===== config.mk =====
export PLATFORM = sky130hd
export DESIGN_NAME = decode_stage
export DESIGN_NICKNAME = d
export VERILOG_FILES = /design/src/rtl/decode_stage.sv
export SDC_FILE = /design/constraint.sdc
export NUM_CORES = 1
export LEC_CHECK = 0
export CORE_UTILIZATION = 46
export DETAILED_ROUTE_END_ITERATION = 12
export PLACE_DENSITY = 0.87
export SYNTH_ARGS = -nofsm -noshare
export SYNTH_HDL_FRONTEND = slang
export SYNTH_SLANG_ARGS = --single-unit
export TNS_END_PERCENT = 100

===== constraint.sdc =====
create_clock -name clk -period 5.4 [get_ports clk]
set_input_delay 0.54 -clock clk [delete_from_list [all_inputs] [get_ports clk]]
set_output_delay 0.54 -clock clk [all_outputs]
set_load 0.005 [all_outputs]

===== src/rtl/decode_stage.sv =====
// decode_stage
//   RV32I instruction decode with an ID/EX pipeline register.
//   Decodes the fetched word combinationally, reads both source operands from
//   the register file (with same-cycle write-back bypass) and captures a
//   decoded bundle that is handed to execute over a valid/ready handshake.
//
// Ports
//   clk, reset_n                    clock (rising edge), async active-low reset
//   if_valid_i/if_instr_i/if_pc_i   instruction offered by fetch
//   if_ready_o                      decode accepts this cycle
//   rf_rs1_addr_o/rf_rs2_addr_o     register-file read addresses (raw fields)
//   rf_rs1_i/rf_rs2_i               combinational register-file read data
//   wb_enable_i/wb_addr_i/wb_data_i copy of the register-file write port
//   flush_i                         kill held and incoming instruction
//   ex_ready_i                      execute accepts the bundle
//   ex_*                            registered decoded bundle
module decode_stage #(
  parameter int XLEN = 32
) (
  input  logic            clk,
  input  logic            reset_n,
  input  logic            if_valid_i,
  input  logic [31:0]     if_instr_i,
  input  logic [XLEN-1:0] if_pc_i,
  output logic            if_ready_o,
  output logic [4:0]      rf_rs1_addr_o,
  output logic [4:0]      rf_rs2_addr_o,
  input  logic [XLEN-1:0] rf_rs1_i,
  input  logic [XLEN-1:0] rf_rs2_i,
  input  logic            wb_enable_i,
  input  logic [4:0]      wb_addr_i,
  input  logic [XLEN-1:0] wb_data_i,
  input  logic            flush_i,
  input  logic            ex_ready_i,
  output logic            ex_valid_o,
  output logic [XLEN-1:0] ex_pc_o,
  output logic [XLEN-1:0] ex_rs1_data_o,
  output logic [XLEN-1:0] ex_rs2_data_o,
  output logic [XLEN-1:0] ex_imm_o,
  output logic [4:0]      ex_rd_addr_o,
  output logic [4:0]      ex_rs1_addr_o,
  output logic [4:0]      ex_rs2_addr_o,
  output logic [3:0]      ex_class_o,
  output logic [2:0]      ex_funct3_o,
  output logic            ex_funct7b5_o,
  output logic            ex_illegal_o
);

  typedef enum logic [3:0] {
    CLS_OP      = 4'd0,
    CLS_OP_IMM  = 4'd1,
    CLS_LOAD    = 4'd2,
    CLS_STORE   = 4'd3,
    CLS_BRANCH  = 4'd4,
    CLS_JAL     = 4'd5,
    CLS_JALR    = 4'd6,
    CLS_LUI     = 4'd7,
    CLS_AUIPC   = 4'd8,
    CLS_FENCE   = 4'd9,
    CLS_SYSTEM  = 4'd10,
    CLS_ILLEGAL = 4'd15
  } class_t;

  typedef enum logic [2:0] {
    IMM_NONE,
    IMM_I,
    IMM_S,
    IMM_B,
    IMM_U,
    IMM_J
  } imm_t;

  class_t          cls;
  imm_t            imm_sel;
  logic [31:0]     imm;
  logic            use_rs1;
  logic            use_rs2;
  logic            use_rd;
  logic [4:0]      dec_rs1;
  logic [4:0]      dec_rs2;
  logic [4:0]      dec_rd;
  logic [XLEN-1:0] rs1_data;
  logic [XLEN-1:0] rs2_data;
  logic            load;
  logic            hit_rs1;
  logic            hit_rs2;

  assign rf_rs1_addr_o = if_instr_i[19:15];
  assign rf_rs2_addr_o = if_instr_i[24:20];

  assign if_ready_o = !ex_valid_o || ex_ready_i;
  assign load       = if_valid_i && if_ready_o;

  always_comb begin
    cls     = CLS_ILLEGAL;
    imm_sel = IMM_NONE;
    if (if_instr_i[1:0] == 2'b11) begin
      case (if_instr_i[6:2])
        5'b01100: cls = CLS_OP;
        5'b00100: begin cls = CLS_OP_IMM; imm_sel = IMM_I; end
        5'b00000: begin cls = CLS_LOAD;   imm_sel = IMM_I; end
        5'b01000: begin cls = CLS_STORE;  imm_sel = IMM_S; end
        5'b11000: begin cls = CLS_BRANCH; imm_sel = IMM_B; end
        5'b11011: begin cls = CLS_JAL;    imm_sel = IMM_J; end
        5'b11001: begin cls = CLS_JALR;   imm_sel = IMM_I; end
        5'b01101: begin cls = CLS_LUI;    imm_sel = IMM_U; end
        5'b00101: begin cls = CLS_AUIPC;  imm_sel = IMM_U; end
        5'b00011: begin cls = CLS_FENCE;  imm_sel = IMM_I; end
        5'b11100: begin cls = CLS_SYSTEM; imm_sel = IMM_I; end
        default:  ;
      endcase
    end
  end

  always_comb begin
    imm = '0;
    case (imm_sel)
      IMM_I: imm = {{20{if_instr_i[31]}}, if_instr_i[31:20]};
      IMM_S: imm = {{20{if_instr_i[31]}}, if_instr_i[31:25], if_instr_i[11:7]};
      IMM_B: imm = {{19{if_instr_i[31]}}, if_instr_i[31], if_instr_i[7],
                    if_instr_i[30:25], if_instr_i[11:8], 1'b0};
      IMM_U: imm = {if_instr_i[31:12], 12'b0};
      IMM_J: imm = {{11{if_instr_i[31]}}, if_instr_i[31], if_instr_i[19:12],
                    if_instr_i[20], if_instr_i[30:21], 1'b0};
      default: imm = '0;
    endcase
  end

  // Unused operands are forced to x0 so execute's hazard logic never sees
  // a false dependency on an immediate field.
  assign use_rs1 = !(cls inside {CLS_LUI, CLS_AUIPC, CLS_JAL, CLS_ILLEGAL});
  assign use_rs2 = cls inside {CLS_OP, CLS_STORE, CLS_BRANCH};
  assign use_rd  = !(cls inside {CLS_STORE, CLS_BRANCH, CLS_FENCE, CLS_ILLEGAL});

  assign dec_rs1 = use_rs1 ? if_instr_i[19:15] : 5'd0;
  assign dec_rs2 = use_rs2 ? if_instr_i[24:20] : 5'd0;
  assign dec_rd  = use_rd  ? if_instr_i[11:7]  : 5'd0;

  // A nonzero address match already implies wb_addr_i != 0.
  always_comb begin
    rs1_data = '0;
    rs2_data = '0;
    if (dec_rs1 != 5'd0)
      rs1_data = (wb_enable_i && (wb_addr_i == dec_rs1)) ? wb_data_i : rf_rs1_i;
    if (dec_rs2 != 5'd0)
      rs2_data = (wb_enable_i && (wb_addr_i == dec_rs2)) ? wb_data_i : rf_rs2_i;
  end

  assign hit_rs1 = wb_enable_i && (wb_addr_i != 5'd0) && (wb_addr_i == ex_rs1_addr_o);
  assign hit_rs2 = wb_enable_i && (wb_addr_i != 5'd0) && (wb_addr_i == ex_rs2_addr_o);

  always_ff @(posedge clk or negedge reset_n) begin
    if (!reset_n) begin
      ex_valid_o    <= 1'b0;
      ex_pc_o       <= '0;
      ex_rs1_data_o <= '0;
      ex_rs2_data_o <= '0;
      ex_imm_o      <= '0;
      ex_rd_addr_o  <= '0;
      ex_rs1_addr_o <= '0;
      ex_rs2_addr_o <= '0;
      ex_class_o    <= '0;
      ex_funct3_o   <= '0;
      ex_funct7b5_o <= 1'b0;
      ex_illegal_o  <= 1'b0;
    end else if (flush_i) begin
      ex_valid_o <= 1'b0;
    end else if (load) begin
      ex_valid_o    <= 1'b1;
      ex_pc_o       <= if_pc_i;
      ex_rs1_data_o <= rs1_data;
      ex_rs2_data_o <= rs2_data;
      ex_imm_o      <= imm;
      ex_rd_addr_o  <= dec_rd;
      ex_rs1_addr_o <= dec_rs1;
      ex_rs2_addr_o <= dec_rs2;
      ex_class_o    <= cls;
      ex_funct3_o   <= if_instr_i[14:12];
      ex_funct7b5_o <= if_instr_i[30];
      ex_illegal_o  <= (cls == CLS_ILLEGAL);
    end else if (if_ready_o) begin
      // ready but nothing offered: drain to a bubble
      ex_valid_o <= 1'b0;
    end else begin
      // holding for execute: keep operands coherent with the register file
      if (hit_rs1) ex_rs1_data_o <= wb_data_i;
      if (hit_rs2) ex_rs2_data_o <= wb_data_i;
    end
  end

endmodule


**Word level (Yosys, flattened, before mapping)**

Index checks and enable logic that the tools add are counted.

- Register bits after elaboration: 153
- Output and inout bits: 164

- Equal/unequal tests: 28
- Multiplexer cells: 21
- Bitwise logic cells: 1
- Reductions and logical operators: 24

Operators by type and width:

| kind | count |
|---|---|
| two-way mux 32 bit | 10 |
| one-hot mux 32 bit (5 select lines) | 1 |
| one-hot mux 4 bit (11 select lines) | 1 |
| == test 5 bit | 4 |
| == test 5 bit (second input constant) | 4 |
| == test 5 x 4 -> 1 bit (second input constant) | 3 |
| two-way mux 5 bit | 3 |
| one-hot mux 3 bit (5 select lines) | 1 |
| nonzero test 5 bit | 3 |
| == test 4 x 3 -> 1 bit (second input constant) | 3 |
| == test 4 bit (second input constant) | 3 |
| == test 5 x 3 -> 1 bit (second input constant) | 2 |
| nonzero test 4 bit | 2 |
| == test 3 x 2 -> 1 bit (second input constant) | 2 |
| == test 3 bit (second input constant) | 2 |
| logical AND 1 bit | 6 |
| AND reduction 3 bit | 2 |
| nonzero test 3 bit | 2 |
| == test 5 x 2 -> 1 bit (second input constant) | 1 |
| logical NOT 5 bit | 1 |
| OR reduction 5 bit | 1 |
| == test 4 x 2 -> 1 bit (second input constant) | 1 |
| logical NOT 4 bit | 1 |
| two-way mux 4 bit | 1 |
| 11 further kinds | 14 |

**Longest topological paths before layout**

- Depth in word-level cells: 11
- Gate-level depth with buffers: 9

**Worst setup path before layout**

Ideal clock, no wire load.

- Path type: input port to flip-flop
- From: input port if_instr_i[0]
- To: register ex_rs2_data_o[0]
- Setup time: 0.130 ns
- Arrival time: 2.111 ns
- Setup slack: 3.159 ns
- Stages: 9
- Buffers on the path: 3
- Cells stage by stage: and2_4 -> buf_6 -> and3_1 -> buf_6 -> a211o_1 -> a221oi_2 -> a21o_2 -> buf_6 -> o221ai_2

- Longest elaborated chain between the ends: 10

RTL lines:

| item | line | source |
|---|---|---|
| from (decl) | 23 | `input logic [31:0] if_instr_i,` |
| == test 2 bit (*) | 97 | `if (if_instr_i[1:0] == 2'b11) begin` |
| two-way mux 4 bit (*) | 97 |  |
| == test 4 x 2 -> 1 bit, or another cell as far along | 132 | `assign use_rs2 = cls inside {CLS_OP, CLS_STORE, CLS_BRANCH};` |
| nonzero test 3 bit (*) | 132 |  |
| two-way mux 5 bit (*) | 136 | `assign dec_rs2 = use_rs2 ? if_instr_i[24:20] : 5'd0;` |
| == test 5 bit | 146 | `rs2_data = (wb_enable_i && (wb_addr_i == dec_rs2)) ? wb_data_i : rf_rs2_i;` |
| logical AND 1 bit | 146 |  |
| two-way mux 32 bit | 146 |  |
| two-way mux 32 bit (*) | 145 | `if (dec_rs2 != 5'd0)` |
| two-way mux 32 bit (*) | 168 | `end else if (load) begin` |
| to (signal assigned) | 172 | `ex_rs2_data_o <= rs2_data;` |
| to (signal assigned) | 187 | `if (hit_rs2) ex_rs2_data_o <= wb_data_i;` |
| to (decl) | 38 | `output logic [XLEN-1:0] ex_rs2_data_o,` |

Every way passes the cells marked *; elsewhere a longest branch is shown, timed or not.
A chain may end at the register's enable or synchronous reset.

**Final worst setup path**

- From: input port if_instr_i[2]
- To: register ex_rs1_data_o[22]

- Longest elaborated chain between the ends: 11

RTL lines:

| item | line | source |
|---|---|---|
| == test 5 bit, or another cell as far along | 98 | `case (if_instr_i[6:2])` |
| one-hot mux 4 bit (11 select lines) (*) | 98 |  |
| two-way mux 4 bit (*) | 97 |  |
| == test 4 x 3 -> 1 bit / == test 4 bit (equally long branches) | 131 | `assign use_rs1 = !(cls inside {CLS_LUI, CLS_AUIPC, CLS_JAL, CLS_ILLEGAL});` |
| nonzero test 4 bit (*) | 131 |  |
| two-way mux 5 bit (*) | 135 | `assign dec_rs1 = use_rs1 ? if_instr_i[19:15] : 5'd0;` |
| == test 5 bit | 144 | `rs1_data = (wb_enable_i && (wb_addr_i == dec_rs1)) ? wb_data_i : rf_rs1_i;` |
| logical AND 1 bit | 144 |  |
| two-way mux 32 bit | 144 |  |
| two-way mux 32 bit (*) | 143 | `if (dec_rs1 != 5'd0)` |
| two-way mux 32 bit (*) | 168 |  |
| to (signal assigned) | 171 | `ex_rs1_data_o <= rs1_data;` |
| to (signal assigned) | 186 | `if (hit_rs1) ex_rs1_data_o <= wb_data_i;` |
| to (decl) | 37 | `output logic [XLEN-1:0] ex_rs1_data_o,` |

Marks and branches as above.

==> summary.md <==
| Metric | Value |
|---|---|
| Post-CTS setup buffer count | 0 |
| Design Power | 2.938 mW |
| Flop2flop setup slack | 2.67 ns |
| Commonest non-fill, non-tap cell in the layout | clkdlybuf4s50_1 |
| Max_slew headroom | 26.88% |
| TritonCTS Buffers | 17 |
| Initial Util | 47.39% |
| Vias in the first global route | 7361 |
| Register Area | 0.003829 mm^2 |
| Critical path fanouts, max | 32 |
| Warnings, synthesis | 0 |
| Share of cells above drive strength 1 | 7.411% |
| H-tree levels | 4 |
| CTS resizes | 0 |
| Final ANT Viol Nets | 0 |
| Filler cells | 1145 |
| Non-Filler Instances | 1365 |
| Hold Fails Final Rpt | 0 |
| Later-pin clock latency in the skew report | 0.43 ns |
| Crit Path Class | in2reg |
| Largest net degree at the start of global routing | 111 |
| Main flop type after synthesis | dfrtp_1 |
| Routability cong. | 0.8842 |
| CTS Root Cell | clkbuf_16 |
| Mapped cell area | 0.007556 mm^2 |
| Footprint of the multi-input gates | 0.002998 mm^2 |
| First-pass GRT wire length | 40460 um |
| Drt total wl | 26580 um |
| EDFF count, synth | 0 |
| PwrDens | 255.0 mW/mm^2 |
| Initial antenna violation count | 1 |
| Port Buf Inserts | 334 |
| TNS Setup | 0 ns |
| P&R area growth vs syn | 52.44% |
| Arr. time, crit path | 3.81 ns |
| Commonest cells after routing, fill and taps aside | clkdlybuf4s50_1, nand2_1, dfrtp_1 |
| Netlist cell types | 53 |
| VDD IR max | 0.2017 mV |
| DIE HEIGHT | 130.2 um |
| Startpoint Class | input pin |
| Final core occ | 72.25% |
| CTS clock-pin slew for the worst setup and hold paths | 0.06 ns |
| Post-Place Cells | 1331 |
| IO Count | 335 |
| Tmin final | 3.584 ns |
| DR vias/cell | 5.507 |
| Sequential fraction of the synthesis area | 50.67% |
| Cell row count | 46 |
| Syn avg cell area | 9.038 um^2 |
| Total grt overflow | 0 |
| Gate Count Post-Synth | 836 |
| Post-synthesis register bit count | 153 |
| Clock Sinks | 153 |
| CP Capture Type | flip-flop |
| CTS tree | yes |
| Asr flop ratio synth | 100.0% |
| Core ar. | 0.01594 mm^2 |
| Drt pass-1 iters | 6 |
| Period utilization | 66.37% |
| Hold WC Path Type | in2async |
| # DRC | 0 |
| Per-cell routed wire length | 19.48 um |
| Tightest Pin Transition | 1.087 ns |
| Syn nets | 1007 |
| RSZ-0062 raised after global routing | no |
| FMAX | 0.2790 GHz |
| DR iter-0 viols | 824 |
| Final Net Count | 1305 |
| Setup-failing EPs final | 0 |
| Max Cap Viol | 0 |
| Vias after detailed routing | 7517 |
| Clock buffer depth | 2 |
| Die ar. | 0.01694 mm^2 |
| Post-DP HPWL | 18970 um |
| Chip width | 130.2 um |
| Critical Path RT | 5.63 ns |
| Clk_skew | 0.009536 ns |
| Status | completed |
| CTS Hold Buffers Added | 0 |
| All-Layer GR Usage | 31.78% |
| Fin. max-slew vios | 0 |
| P_leak | 5.147 nW |
==> worst paths after layout <==
| path | cells after the start | startpoint | end |
|---|---|---|---|
| max | 7 | if_instr_i[2] | ex_rs1_data_o[22] |
| min | 1 | reset_n | ex_rs1_data_o[0] |
| max reg2reg | 8 | ex_valid_o | ex_rs2_data_o[24] |
| min reg2reg | 2 | ex_pc_o[9] | ex_pc_o[9] |
| max in group asynchronous | 2 | reset_n | ex_pc_o[7] |
| min in group clk | 2 | ex_pc_o[9] | ex_pc_o[9] |
==> cells by family after synthesis <==
| group | after synthesis | synth area share [%] |
|---|---|---|
| AND/OR/NAND/NOR | 300 | 16.46 |
| AO/OA/AOI/OAI | 195 | 20.98 |
| buffers and inverters | 173 | 10.15 |
| flip-flops | 153 | 50.67 |
| XOR/XNOR | 15 | 1.739 |
==> where the power goes <==
part	internal (mW)	total, mW	leakage, nW	switching (mW)
clock network	0.718	1.20	0.279	0.478
logic	0.274	0.499	2.82	0.225
registers	1.21	1.24	2.05	0.0358
total	2.20	2.94	5.15	0.738
==> state kept, by name, summed over array words and instances (netlist names) <==
register,flops
ex_class_o,4
ex_funct3_o,3
ex_funct7b5_o,1
ex_illegal_o,1
ex_imm_o,32
ex_pc_o,32
ex_rd_addr_o,5
ex_rs1_addr_o,5
ex_rs1_data_o,32
ex_rs2_addr_o,5
ex_rs2_data_o,32
ex_valid_o,1
==> critical path, stage by stage <==
cell             delay, ns
clkdlybuf4s50_1       0.91
nor2_1                0.28
a32o_1                0.33
o21ai_1               0.37
o32ai_1               0.21
a31oi_4               0.80
o221ai_1              0.34
==> layer usage <==
layer | global-route usage, % | wire length, um | part of all wire (%)
met1 | 36.11 | 9594 | 36
met2 | 51.75 | 12760 | 48
met3 | 12.38 | 3033 | 11
met4 | 16.76 | 1194 | 4.5
met5 | 0 | 0 | 0
==> cell usage after synthesis (3+ instances only) <==
library cell / number / share of area (%)
nand2_1: 237 / 12
dfrtp_1: 153 / 51
inv_1: 108 / 5.4
o21ai_0: 43 / 2.8
o221ai_1: 34 / 3.9
a21oi_1: 33 / 2.2
o221ai_2: 30 / 6.0
clkbuf_1: 29 / 1.4
buf_2: 16 / 1.1
nor2_1: 16 / 0.79
a22o_1: 12 / 1.4
nand3_1: 12 / 0.79
buf_4: 10 / 0.99
xnor2_1: 10 / 1.2
a31oi_1: 9 / 0.75
a22oi_1: 8 / 0.79
buf_6: 8 / 1.2
nand2b_1: 5 / 0.41
nor2b_1: 5 / 0.41
xor2_1: 5 / 0.58
nor4_1: 4 / 0.33
a211oi_1: 3 / 0.30
nor3_1: 3 / 0.20
nor3b_1: 3 / 0.30
o21ai_1: 3 / 0.20
o22ai_1: 3 / 0.25
or3_1: 3 / 0.25
==> layout make-up <==
type / instances / area share (%)
antenna: 2 / 0.04345
multi-input combinational: 510 / 26.03
tap: 216 / 2.346
clock inverter: 10 / 1.021
clock buffer: 22 / 4.117
inverter: 108 / 3.519
timing repair buffer: 344 / 29.69
sequential: 153 / 33.24
==> stage by stage <==
step | area [um^2] | hold WS, ns | setup WS (ns)
final | 11520 | 0.2634 | 1.816
after global routing | 11510 | 0.3219 | 1.607
after CTS | 11510 | 0.3061 | 1.902
after detailed placement | 10920 | 0.4622 | 1.460
after global placement | 10920 | 0.4559 | 1.533
after floorplan | 7556 | 0.2444 | 3.159
No activity file was read; power rests on OpenSTA's default activity.
